`config.mk`:
```
export PLATFORM = sky130hd
export DESIGN_NAME = cond_logic
export DESIGN_NICKNAME = d
export VERILOG_FILES = /design/src/rtl/cond_pkg.sv /design/src/rtl/cond_check.sv /design/src/rtl/cond_logic.sv
export SDC_FILE = /design/constraint.sdc
export NUM_CORES = 1
export LEC_CHECK = 0
export ABC_AREA = 1
export BUFFER_PORTS_ARGS = -buffer_cell sky130_fd_sc_hd__clkbuf_2
export CORE_UTILIZATION = 28
export CTS_BUF_LIST = sky130_fd_sc_hd__clkbuf_8
export DETAILED_ROUTE_END_ITERATION = 7
export GPL_TIMING_DRIVEN = 0
export MAX_ROUTING_LAYER = met4
export REMOVE_ABC_BUFFERS = 1
export SLEW_MARGIN = 15
export SYNTH_ARGS = -nofsm -noshare
export SYNTH_HDL_FRONTEND = slang
export SYNTH_SLANG_ARGS = --single-unit
```
`constraint.sdc`:
```
create_clock -name clk -period 2.1 [get_ports clk]
set_input_delay 0.525 -clock clk [delete_from_list [all_inputs] [get_ports clk]]
set_output_delay 0.525 -clock clk [all_outputs]
set_load 0.02 [all_outputs]
```
`src/rtl/cond_pkg.sv`:
```
// Shared definitions for the condition unit: ARM condition codes and NZCV bit positions.
package cond_pkg;

    typedef enum logic [3:0] {
        COND_EQ = 4'b0000,
        COND_NE = 4'b0001,
        COND_CS = 4'b0010,
        COND_CC = 4'b0011,
        COND_MI = 4'b0100,
        COND_PL = 4'b0101,
        COND_VS = 4'b0110,
        COND_VC = 4'b0111,
        COND_HI = 4'b1000,
        COND_LS = 4'b1001,
        COND_GE = 4'b1010,
        COND_LT = 4'b1011,
        COND_GT = 4'b1100,
        COND_LE = 4'b1101,
        COND_AL = 4'b1110,
        COND_NV = 4'b1111
    } cond_e;

    localparam int FLAG_N = 3;
    localparam int FLAG_Z = 2;
    localparam int FLAG_C = 1;
    localparam int FLAG_V = 0;

endpackage

```
`src/rtl/cond_check.sv`:
```
// Combinational evaluation of a 4-bit ARM condition field against stored NZCV flags.
module cond_check
    import cond_pkg::*;
(
    input  logic [3:0] cond,
    input  logic [3:0] flags,
    output logic       cond_ex
);

    logic f_n, f_z, f_c, f_v;

    assign f_n = flags[FLAG_N];
    assign f_z = flags[FLAG_Z];
    assign f_c = flags[FLAG_C];
    assign f_v = flags[FLAG_V];

    always_comb begin
        cond_ex = 1'b0;
        case (cond_e'(cond))
            COND_EQ: cond_ex = f_z;
            COND_NE: cond_ex = ~f_z;
            COND_CS: cond_ex = f_c;
            COND_CC: cond_ex = ~f_c;
            COND_MI: cond_ex = f_n;
            COND_PL: cond_ex = ~f_n;
            COND_VS: cond_ex = f_v;
            COND_VC: cond_ex = ~f_v;
            COND_HI: cond_ex = f_c & ~f_z;
            COND_LS: cond_ex = ~f_c | f_z;
            COND_GE: cond_ex = (f_n == f_v);
            COND_LT: cond_ex = (f_n != f_v);
            COND_GT: cond_ex = ~f_z & (f_n == f_v);
            COND_LE: cond_ex = f_z | (f_n != f_v);
            COND_AL: cond_ex = 1'b1;
            COND_NV: cond_ex = 1'b0;
            default: cond_ex = 1'b0;
        endcase
    end

endmodule

```
`src/rtl/cond_logic.sv`:
```
// Condition unit: holds NZCV, evaluates the instruction's condition, and gates
// the decoder's write/branch strobes so failed instructions have no effect.
module cond_logic
    import cond_pkg::*;
#(
    parameter logic [3:0] FLAG_RESET = 4'b0000
) (
    input  logic       clk,
    input  logic       reset,
    input  logic [3:0] cond,
    input  logic       n,
    input  logic       z,
    input  logic       c,
    input  logic       v,
    input  logic [1:0] flag_w,
    input  logic       pcs,
    input  logic       reg_w,
    input  logic       mem_w,
    input  logic       no_write,
    output logic       cond_ex,
    output logic       pc_src,
    output logic       reg_write,
    output logic       mem_write,
    output logic [3:0] flags_q
);

    logic [3:0] flags_d;
    logic       wr_nz;
    logic       wr_cv;

    // Condition is judged on the stored flags only, never the live ALU outputs.
    cond_check u_cond_check (
        .cond    (cond),
        .flags   (flags_q),
        .cond_ex (cond_ex)
    );

    assign wr_nz = flag_w[1] & cond_ex;
    assign wr_cv = flag_w[0] & cond_ex;

    // Unselected halves hold, so X on the ALU flags cannot leak in.
    always_comb begin
        flags_d = flags_q;
        if (wr_nz) begin
            flags_d[FLAG_N] = n;
            flags_d[FLAG_Z] = z;
        end
        if (wr_cv) begin
            flags_d[FLAG_C] = c;
            flags_d[FLAG_V] = v;
        end
    end

    always_ff @(posedge clk) begin
        if (reset) flags_q <= FLAG_RESET;
        else       flags_q <= flags_d;
    end

    assign pc_src    = pcs & cond_ex;
    assign reg_write = reg_w & cond_ex & ~no_write;
    assign mem_write = mem_w & cond_ex;

endmodule

```
==> summary.md <==
| Metric | Value |
|---|---|
| Worst Hold Class | flip-flop to flip-flop |
| 1st-iter DRT viols | 19 |
| H-tree depth | 1 |
| Num rows | 14 |
| Num CTS Buffers | 3 |
| R2R depth | 12 |
| First drt pass iteration count | 4 |
| Hold-fix buffers, CTS | 0 |
| Min Tclk post-route | between 2000 and 2500 ps |
| Uppermost layer routed | met4 |
| Gate Count Post-Synth | 81 |
| Largest register by flop count | flags_q |
| Vias in the first global route | 450 |
| Max VDD drop | 0.669 mV |
| Crit Reg-Reg Endpoint | flags_q[2] |
| Hold path cells | 4 |
| Flop-to-flop setup slack | 630 ps |
| Diodes inserted | 0 |
| Register area | roughly 84 µm² |
| Final Power | between 400 and 500 µW |
| Total gr overflow | 0 |
| Yosys warns | 0 |
| Yosys top cell area share | 17.5% |
| Share of layout cells above drive strength 1 | 50.9% |
| Crit. End Element | output pin |
| Met1 Wirelength | 562 µm |
| Port bufs | 23 |
| Initial antenna violation count | 0 |
| DP Worst Slack | -185 ps |
| WS Path Type | primary input to output pin |
| Slew headroom | between 70 and 80% |
| Post-DP HPWL | ~840 µm |
| Routed wl met3 | 43 µm |
| Max Clk Rate | between 400 and 500 MHz |
| Worst-path clk slew | around 30 ps |
| Layout Area Growth over Synthesis | 76.2% |
| Total die area | ~0.0018 mm² |
| Static Leak | 0.450 nW |
| Top cells by area, synth | dfxtp_1 (17%), nand2_1 (17%), inv_1 (13%) |
| Critical R2R Launch | flags_q[1] |
| Pwr dens | a little under 600 mW/mm² |
| TritonCTS clock tree | built |
| Die Wd | 42.4 µm |
| Total track usage | between 10 and 15% |
| Syn_area_per_cell | approximately 5.7 µm² |
| Data required time of the critical path | ~1600 ps |
| CTS Sinks | 4 |
| HP Start | flags_q[3] |
| Final Max Tran Viols | 0 |
| Final hold vios | 0 |
| Core ar. | ~0.0015 mm² |
| Outcome | finished, violations left |
| Mapped Area | 458 µm² |
| Worst Tran Pin Value | ~350 ps |
| Routability cong. | roughly 0.77 |
| Biggest regs | flags_q: 4 flops |
| Clock latency on the worst-skew pair | around 220 ps |
| Met2 WL | 638 µm |
| Critical Path AT | about 1700 ps |
| Final setup violation count | 4 |
| Largest net degree at the start of global routing | 8 |
| Ports | 24 |
| Multi-input gate area | approximately 320 µm² |
| Post-DRT Antenna Nets | 0 |
| FF+latch count, synth | 4 |
| Average vias per placed instance | 4.52 |
| CTS root buffer | clkbuf_8 |
| Final worst setup slack | -86.2 ps |
| Die height | roughly 42 µm |
| Yosys cell types | 17 |
| Vias | roughly 580 |
| # DRC | 0 |
| Fill cells | around 150 |
| Final worst path period share | 104% |
| Initial Util | 30.0% |
| RSZ-0062 raised after global routing | yes |
| First-pass GRT wire length | about 1800 µm |
| Nets | 130 |
| CP Max Fanout | 7 |
| Clock Path Buffers | 2 |
| CP startpoint kind | primary input |
| Largest area contributor in the netlist | dfxtp_1 |
| Drt total wl | 1260 µm |
| Max FFs per register | 4 |
| Clock skew | 0.719 ps |
| Post-synthesis sequential area ratio | between 10% and 20% |
| Maxcap violations | 0 |
| Hold endpoint | flags_q[3] |
| Routed wire per std cell | between 9 and 10 µm |
| Failing checks | negative setup slack |
placed cells by master (no fill, tap or decap), drive strengths merged:
cell type,netlist,routed
clkbuf,0,23
clkinv,0,1
inv,20,19
a21oi,3,3
nand3,6,6
o22ai,1,1
nor2,13,13
nand4,5,5
dfxtp,4,4
buf,1,9
nand2,26,26
xor2,1,1
o21ai,1,1
kinds of logic (layout without fill, tap and decap cells):
family,Yosys count,count (layout),share of synthesized area [%]
xor+xnor,1,1,3.55
compound gates,5,5,7.10
simple gates,50,50,52.5
flops,4,4,17.5
buf+inv,21,52,19.4
power breakdown:
group          leakage [nW]  internal [mW]  switching [mW]  total [mW]
clock network        0.0216          0.122          0.0407       0.163
logic                 0.395          0.103           0.115       0.218
registers            0.0341         0.0860          0.0105      0.0965
total                 0.450          0.311           0.167       0.478
synthesized netlist by cell type:
library cell  instances
nor2_1               11
o21ai_0               1
inv_2                 3
dfxtp_1               4
nand3_2               2
nand2_1              21
o22ai_2               1
inv_1                16
nand3_1               4
nand2_2               4
nand4_1               5
inv_4                 1
buf_6                 1
xor2_2                1
nor2_2                2
nand2_4               1
a21oi_1               3
worst max-delay path: stages:
cell	delay (ps)
clkbuf_16	130
clkinv_8	50
nand2_4	60
nor2_4	30
buf_4	120
nand2_1	270
nand2_4	110
buf_12	140
nor2_1	70
buf_4	140
stage by stage:
| stage | utilization (%) | instances | hold slack, ps | setup TNS (ps) | area [µm²] |
|---|---|---|---|---|---|
| finish | 53.0 | 128 | 551 | -239 | 807 |
| CTS | 47.4 | 126 | 574 | -71.9 | 722 |
| detailed placement | 38.2 | 119 | 569 | -458 | 582 |
| floorplan | - | 80 | 624 | 0 | 447 |
| global placement | 38.2 | 119 | 560 | -360 | 582 |
| global route | 53.0 | 128 | 586 | -526 | 807 |
worst max path at each step:
stage,startpoint,cells past startpoint,endpoint,slack [ps]
5_1_grt,cond[1],10,pc_src,-160
4_1_cts,cond[1],15,reg_write,-70
6_report,cond[1],10,pc_src,-90
3_3_place_gp,cond[0],14,reg_write,-160
3_5_place_dp,cond[0],14,reg_write,-190
2_1_floorplan,flags_q[0],12,reg_write,70
timing repair:
action,CTS,global route
endpoints found under the hold margin,0,0
resized for setup,15,24
buffers inserted,4,2
endpoints found under the setup margin,4,4
pin swaps,4,3
layout make-up:
cell class / count / area share (%)
multi-input cells: 56 / 40.2
repair buffers: 29 / 29.8
inverters: 20 / 12.1
flip-flops and latches: 4 / 10.4
clock buffers: 3 / 5.12
well taps: 16 / 2.48
routing by layer:
layer  global-route usage (%)  vias to the layer above
met2                     20.6                       17
met4                     3.75                        0
met1                     15.8                      251
met3                     3.88                        2
met5                        -                        -
li1                         -                      309
Power figures use the tool's default switching activity.
